===== config.mk =====
export PLATFORM = sky130hd
export DESIGN_NAME = mem_arbiter_flat
export DESIGN_NICKNAME = d
export VERILOG_FILES = /design/src/rtl/mem_arb_pkg.sv /design/src/rtl/mem_arbiter_if.sv /design/src/rtl/mem_rsp_pipe.sv /design/src/rtl/mem_arbiter.sv /design/src/flat_wrapper.sv
export SDC_FILE = /design/constraint.sdc
export NUM_CORES = 1
export LEC_CHECK = 0
export CAP_MARGIN = 25
export CORE_AREA = 4 4 283 285
export CTS_BUF_LIST = sky130_fd_sc_hd__clkbuf_16
export CTS_CLUSTER_SIZE = 25
export DETAILED_ROUTE_END_ITERATION = 8
export DIE_AREA = 0 0 287 289
export GPL_ROUTABILITY_DRIVEN = 0
export GPL_TIMING_DRIVEN = 0
export PLACE_DENSITY_LB_ADDON = 0.05
export SETUP_SLACK_MARGIN = 0.5
export SLEW_MARGIN = 20
export SYNTH_ARGS = -nofsm -noshare
export SYNTH_HDL_FRONTEND = slang
export SYNTH_SLANG_ARGS = --single-unit

===== constraint.sdc =====
create_clock -name clk -period 11.8 [get_ports clk]
set_input_delay 2.36 -clock clk [delete_from_list [all_inputs] [get_ports clk]]
set_output_delay 2.36 -clock clk [all_outputs]
set_load 0.01 [all_outputs]

===== src/rtl/mem_arb_pkg.sv =====
// Shared types and helpers for the cache-to-memory port arbiter.
// Round-robin search is used only when MEM_ARB_RR_EN is defined.
package mem_arb_pkg;

  typedef enum logic [1:0] {
    IDLE,
    BUSY,
    RESP
  } arb_state_e;

  localparam int ADDR_W_DEF = 28;
  localparam int LINE_W_DEF = 128;
  localparam int MAX_CH     = 8;

  // First requester after 'last', wrapping modulo n.
  function automatic logic [2:0] rr_pick(
    input logic [MAX_CH-1:0] req,
    input logic [2:0]        last,
    input int                n
  );
    logic [2:0] idx;
    logic       found;
    int         c;
    idx   = last;
    found = 1'b0;
    for (int i = 1; i <= MAX_CH; i++) begin
      c = (int'(last) + i) % n;
      if (i <= n && !found && req[c]) begin
        idx   = 3'(c);
        found = 1'b1;
      end
    end
    return idx;
  endfunction

  function automatic logic [2:0] fp_pick(
    input logic [MAX_CH-1:0] req
  );
    logic [2:0] idx;
    idx = '0;
    for (int i = MAX_CH - 1; i >= 0; i--) begin
      if (req[i]) idx = 3'(i);
    end
    return idx;
  endfunction

endpackage


===== src/rtl/mem_arbiter_if.sv =====
// Cache miss ports plus the single memory port seen by the arbiter.
// master: arbiter side; slave: caches and memory side.
interface mem_arbiter_if
  import mem_arb_pkg::*;
#(
  parameter int NUM_CH = 2,
  parameter int ADDR_W = ADDR_W_DEF,
  parameter int LINE_W = LINE_W_DEF
);
  logic [NUM_CH-1:0]        ch_read;
  logic [NUM_CH-1:0]        ch_write;
  logic [NUM_CH*ADDR_W-1:0] ch_addr;
  logic [NUM_CH*LINE_W-1:0] ch_wdata;
  logic [LINE_W-1:0]        ch_rdata;
  logic [NUM_CH-1:0]        ch_ready;
  logic                     mem_read;
  logic                     mem_write;
  logic [ADDR_W-1:0]        mem_addr;
  logic [LINE_W-1:0]        mem_wdata;
  logic [LINE_W-1:0]        mem_rdata;
  logic                     mem_ready;

  modport master (
    input  ch_read, ch_write, ch_addr, ch_wdata,
    input  mem_rdata, mem_ready,
    output ch_rdata, ch_ready,
    output mem_read, mem_write, mem_addr, mem_wdata
  );

  modport slave (
    output ch_read, ch_write, ch_addr, ch_wdata,
    output mem_rdata, mem_ready,
    input  ch_rdata, ch_ready,
    input  mem_read, mem_write, mem_addr, mem_wdata
  );
endinterface


===== src/rtl/mem_rsp_pipe.sv =====
// Delay line of {valid, data}, DEPTH 0..3, asynchronously cleared.
// DEPTH 0 is a plain wire.
module mem_rsp_pipe #(
  parameter int DEPTH = 1,
  parameter int W     = 128
) (
  input  logic         clk,
  input  logic         rst,
  input  logic         in_valid,
  input  logic [W-1:0] in_data,
  output logic         out_valid,
  output logic [W-1:0] out_data
);

  generate
    if (DEPTH == 0) begin : g_pass
      assign out_valid = in_valid;
      assign out_data  = in_data;
    end else begin : g_reg
      logic [DEPTH-1:0] v;
      logic [W-1:0]     d [DEPTH];

      always_ff @(posedge clk or posedge rst) begin
        if (rst) begin
          v <= '0;
          for (int i = 0; i < DEPTH; i++) d[i] <= '0;
        end else begin
          v[0] <= in_valid;
          d[0] <= in_data;
          for (int i = 1; i < DEPTH; i++) begin
            v[i] <= v[i-1];
            d[i] <= d[i-1];
          end
        end
      end

      assign out_valid = v[DEPTH-1];
      assign out_data  = d[DEPTH-1];
    end
  endgenerate

endmodule


===== src/rtl/mem_arbiter.sv =====
// Shared line-memory arbiter for NUM_CH cache miss ports.
// MEM_ARB_RR_EN selects round-robin; otherwise lowest index wins.
module mem_arbiter
  import mem_arb_pkg::*;
#(
  parameter int NUM_CH     = 2,
  parameter int ADDR_W     = ADDR_W_DEF,
  parameter int LINE_W     = LINE_W_DEF,
  parameter int RSP_STAGES = 1
) (
  input logic           clk,
  input logic           proc_reset,
  mem_arbiter_if.master bus
);

  localparam int IDX_W = $clog2(NUM_CH);

  arb_state_e        state;
  arb_state_e        state_nxt;
  logic [IDX_W-1:0]  g;
  logic [IDX_W-1:0]  g_nxt;
  logic [IDX_W-1:0]  pick;
  logic [NUM_CH-1:0] req;
  logic              rsp_valid;
  logic [LINE_W-1:0] rsp_data;

  assign req = bus.ch_read | bus.ch_write;

`ifdef MEM_ARB_RR_EN
  logic [IDX_W-1:0] last;

  always_ff @(posedge clk or posedge proc_reset) begin
    if (proc_reset) begin
      last <= IDX_W'(NUM_CH - 1);
    end else if (state == IDLE && |req) begin
      last <= pick;
    end
  end

  assign pick = IDX_W'(rr_pick(8'(req), 3'(last), NUM_CH));
`else
  assign pick = IDX_W'(fp_pick(8'(req)));
`endif

  always_ff @(posedge clk or posedge proc_reset) begin
    if (proc_reset) begin
      state <= IDLE;
      g     <= '0;
    end else begin
      state <= state_nxt;
      g     <= g_nxt;
    end
  end

  always_comb begin
    state_nxt     = state;
    g_nxt         = g;
    bus.mem_read  = 1'b0;
    bus.mem_write = 1'b0;
    bus.mem_addr  = '0;
    bus.mem_wdata = '0;
    bus.ch_ready  = '0;
    unique case (state)
      IDLE: begin
        if (|req) begin
          g_nxt     = pick;
          state_nxt = BUSY;
        end
      end
      BUSY: begin
        bus.mem_addr  = bus.ch_addr[int'(g)*ADDR_W +: ADDR_W];
        bus.mem_wdata = bus.ch_wdata[int'(g)*LINE_W +: LINE_W];
        bus.mem_write = bus.ch_write[g];
        bus.mem_read  = bus.ch_read[g] & ~bus.ch_write[g];
        if (RSP_STAGES == 0) bus.ch_ready[g] = rsp_valid;
        if (bus.mem_ready) begin
          state_nxt = (RSP_STAGES == 0) ? IDLE : RESP;
        end
      end
      RESP: begin
        // Memory port stays quiet here so a held request cannot restart it.
        if (rsp_valid) begin
          bus.ch_ready[g] = 1'b1;
          state_nxt       = IDLE;
        end
      end
      default: state_nxt = IDLE;
    endcase
  end

  mem_rsp_pipe #(
    .DEPTH (RSP_STAGES),
    .W     (LINE_W)
  ) u_rsp (
    .clk       (clk),
    .rst       (proc_reset),
    .in_valid  (bus.mem_ready),
    .in_data   (bus.mem_rdata),
    .out_valid (rsp_valid),
    .out_data  (rsp_data)
  );

  assign bus.ch_rdata = rsp_data;

endmodule


===== src/flat_wrapper.sv =====
// flat-port wrapper written by rule: the top's interface ports become plain ports
module mem_arbiter_flat import mem_arb_pkg::*;
#(
  parameter int NUM_CH     = 2,
  parameter int ADDR_W     = ADDR_W_DEF,
  parameter int LINE_W     = LINE_W_DEF,
  parameter int RSP_STAGES = 1
)
  (clk, proc_reset, bus_ch_read, bus_ch_write, bus_ch_addr, bus_ch_wdata, bus_mem_rdata, bus_mem_ready, bus_ch_rdata, bus_ch_ready, bus_mem_read, bus_mem_write, bus_mem_addr, bus_mem_wdata);
  mem_arbiter_if #(.NUM_CH(NUM_CH), .ADDR_W(ADDR_W), .LINE_W(LINE_W)) bus_i ();
  input logic clk;
  input logic proc_reset;
  input wire logic [$bits(bus_i.ch_read)-1:0] bus_ch_read;
  input wire logic [$bits(bus_i.ch_write)-1:0] bus_ch_write;
  input wire logic [$bits(bus_i.ch_addr)-1:0] bus_ch_addr;
  input wire logic [$bits(bus_i.ch_wdata)-1:0] bus_ch_wdata;
  input wire logic [$bits(bus_i.mem_rdata)-1:0] bus_mem_rdata;
  input wire logic [$bits(bus_i.mem_ready)-1:0] bus_mem_ready;
  output wire logic [$bits(bus_i.ch_rdata)-1:0] bus_ch_rdata;
  output wire logic [$bits(bus_i.ch_ready)-1:0] bus_ch_ready;
  output wire logic [$bits(bus_i.mem_read)-1:0] bus_mem_read;
  output wire logic [$bits(bus_i.mem_write)-1:0] bus_mem_write;
  output wire logic [$bits(bus_i.mem_addr)-1:0] bus_mem_addr;
  output wire logic [$bits(bus_i.mem_wdata)-1:0] bus_mem_wdata;
  assign bus_i.ch_read = bus_ch_read;
  assign bus_i.ch_write = bus_ch_write;
  assign bus_i.ch_addr = bus_ch_addr;
  assign bus_i.ch_wdata = bus_ch_wdata;
  assign bus_i.mem_rdata = bus_mem_rdata;
  assign bus_i.mem_ready = bus_mem_ready;
  assign bus_ch_rdata = bus_i.ch_rdata;
  assign bus_ch_ready = bus_i.ch_ready;
  assign bus_mem_read = bus_i.mem_read;
  assign bus_mem_write = bus_i.mem_write;
  assign bus_mem_addr = bus_i.mem_addr;
  assign bus_mem_wdata = bus_i.mem_wdata;
  mem_arbiter #(.NUM_CH(NUM_CH), .ADDR_W(ADDR_W), .LINE_W(LINE_W), .RSP_STAGES(RSP_STAGES)) u_core (.clk(clk), .proc_reset(proc_reset), .bus(bus_i));
endmodule

==> impl_metrics.py <==
metrics = {
    "placed_design": {
        "place_ws_ns": 5.51,
        "portBuffers": 734,
        "hpwl_um": 46600,
        "placed_area_mm2": 0.0146,
        "placed_cells": 2274,
    },
    "clock_network": {
        "post-cts-setup-buffer-count": 0,
        "htree_levels": 4,
        "cts_tree": "yes",
        "cts-hold-fix-buffers": 0,
        "max-clock-path-buffers": 2,
        "cts_buffers": 17,
        "clockRootBuffer": "clkbuf_16",
        "clock_latency_ns": 0.47,
        "clk_pin_slew_worst_paths_ns": 0.08,
        "cts_resized": 0,
        "cts_sinks": 132,
    },
    "timing": {
        "tns_ns": 0,
        "rsz0062_at_grt": "false",
        "max_freq_ghz": 0.159,
        "layout_setup_ws_ns": 5.52,
        "worst_slew_pin_slew_ns": 0.513,
        "min_period_ns": 6.28,
        "fin_crit_sh_pct": 53.2,
        "finalSetupViolCount": 0,
        "max-slew-margin-rel_pct": 65.8,
        "finalClockSkew_ns": 0.00390,
        "finalHoldViolCount": 0,
        "drv_slew": 0,
    },
    "finish": {
        "ff_latch_area_mm2": 0.00330,
        "areaGrowthSynthToFinish_pct": 157,
        "largest_reg_flops": 128,
        "fin_cells": 2310,
        "layout.nets": 1700,
        "nFillCells": 8574,
        "finalInstanceArea_mm2": 0.0151,
        "multi_input_area_mm2": 0.00228,
        "drive_gt1_share_pct": 6.17,
    },
    "synth": {
        "yosysTopAreaCellShare_pct": 56.1,
        "yosys.area_share.simple_pct": 11.4,
        "yosysTopAreaCell": "dfrtp_1",
        "synth_area_leaders": "dfrtp_1 (56%), mux2i_1 (27%), nor2_1 (9.6%)",
        "synth_top_family_by_area": "multiplexers",
        "synthMuxAreaShare_pct": 26.7,
        "synth_cells": 499,
        "ys_types": 18,
        "ys_seq_area_share_pct": 56.1,
        "yosysWarnings": 0,
        "synth_nets": 946,
        "avgSynthCellArea_um2": 11.8,
        "ys_top_cells_by_count": "mux2i_1 (157), nor2_1 (151), dfrtp_1 (132), buf_6 (15), buf_2 (12)",
        "synth_compound_area_share_pct": 0.574,
        "synth_fa_ha_area_share_pct": 0,
        "synth-edff-count": 0,
        "synth_ff_type": "dfrtp_1",
        "syn-cell-area_mm2": 0.00589,
        "synth.most_common_cell": "mux2i_1",
        "async_flop_share_pct": 100,
        "synth_xor_area_share_pct": 0,
        "synth-seq-cells": 132,
    },
    "grt": {
        "grt_pass1_vias": 7443,
        "track_usage_pct": 12.1,
        "grt_max_degree": 69,
        "grt_pass1_wl_um": 67700,
        "grt_overflow": 0,
        "antenna_found_initial": 17,
    },
    "min_path": {
        "hold_path_class": "reg -> reg",
    },
    "floorplan": {
        "pin_count": 735,
        "rows": 102,
        "fp.dieW_um": 287,
        "die_h_um": 289,
        "die_area_mm2": 0.0829,
        "start_util_pct": 7.61,
        "coreArea_mm2": 0.0773,
    },
    "route": {
        "drc": 0,
        "via_per_inst": 3.00,
        "dr.pass1.iters": 4,
        "first_iter_violations": 141,
        "dr_total_vias": 6923,
        "routedWlPerCell_um": 22.9,
        "ant_nets": 0,
        "routed_wl_um": 53000,
    },
    "job": {
        "drv_cap": 0,
    },
    "pwr": {
        "finalPower_uw": 2710,
        "peakVddDrop_v": 0.000105,
        "p_leak_uw": 0.00598,
        "p_per_area_mw_per_mm2": 179,
    },
    "setup_path": {
        "cp-end-kind": "output port",
        "cp.required_ns": 9.44,
        "worstSetupStartpointType": "input pin",
        "critPathKind": "in -> out",
        "cp_max_fo": 1,
        "worstPathArrival_ns": 3.92,
    },
    "status": {
        "status": "finished, final reports clean",
    },
}
-- area by class of cell --
cell class | count | area share [%]
clock inverters | 14 | 0.860
plain buffers | 36 | 1.96
flip-flops and latches | 132 | 21.8
diodes | 5 | 0.0827
repair buffers | 735 | 48.7
inverters | 2 | 0.0992
multi-input cells | 329 | 15.1
well taps | 1040 | 8.60
clock buffers | 17 | 2.81
-- final timing paths --
kind                                                  startpoint                             endpoint  slack, ns  cells past startpoint
worst max register to register              u_core.g$_DFFE_PP0P_                 u_core.g$_DFFE_PP0P_      10.55                      4
worst max-delay path                           bus_ch_wdata[208]                    bus_mem_wdata[80]       5.52                      4
min in group asynchronous                             proc_reset  u_core.u_rsp.out_data[87]$_DFF_PP0_       2.37                      2
worst min register to register  u_core.u_rsp.out_valid$_DFF_PP0_          u_core.state[1]$_DFFE_PP0P_       0.48                      1
worst min-delay path            u_core.u_rsp.out_valid$_DFF_PP0_          u_core.state[1]$_DFFE_PP0P_       0.48                      1
max in group asynchronous                             proc_reset   u_core.u_rsp.out_data[1]$_DFF_PP0_       8.67                      3
-- power breakdown --
part	internal (µW)	total [µW]	leakage, µW	switching, µW
logic	858	1690	0.00417	830
registers	480	492	0.00154	12.2
clock network	290	525	0.000264	235
total	1630	2710	0.00598	1080
-- routing by layer --
layer | GRT usage (%) | vias to the layer above | wire length (µm)
li1 | - | 3172 | -
met1 | 10.5 | 3266 | 16000
met2 | 24.3 | 426 | 30000
met3 | 6.36 | 49 | 6220
met4 | 2.43 | 10 | 646
met5 | 0 | - | 60
-- cells in the final DEF (no fill, tap or decap), types with 2 or more instances in the layout --
cell,count
nand2b_1,2
nor2_1,151
clkbuf_16,17
inv_1,2
buf_2,12
dfrtp_1,132
diode_2,5
clkbuf_4,3
clkinv_4,2
inv_6,5
nor3_1,2
nor2_2,10
clkdlybuf4s50_1,734
mux2i_1,157
buf_4,6
clkinvlp_4,4
buf_6,15
-- cells by family (layout without fill, tap and decap cells) --
logic type,Yosys count,count (layout)
DFF,132,132
other,0,5
and+or+nand+nor,168,168
buffers and inverters,38,804
AOI/OAI and AO/OA,4,4
muxes,157,157
-- stage by stage --
step / util (%) / hold slack, ns
2_1_floorplan: - / 0.449
3_3_place_gp: 18.8 / 0.465
3_5_place_dp: 18.8 / 0.464
4_1_cts: 19.6 / 0.476
5_1_grt: 19.6 / 0.478
6_report: 19.6 / 0.478
-- critical path, stage by stage --
cell	delay, ns
clkdlybuf4s50_1	0.47
mux2i_1	0.07
nor2_1	0.37
clkdlybuf4s50_1	0.64
No activity file was read; power rests on OpenSTA's default activity.
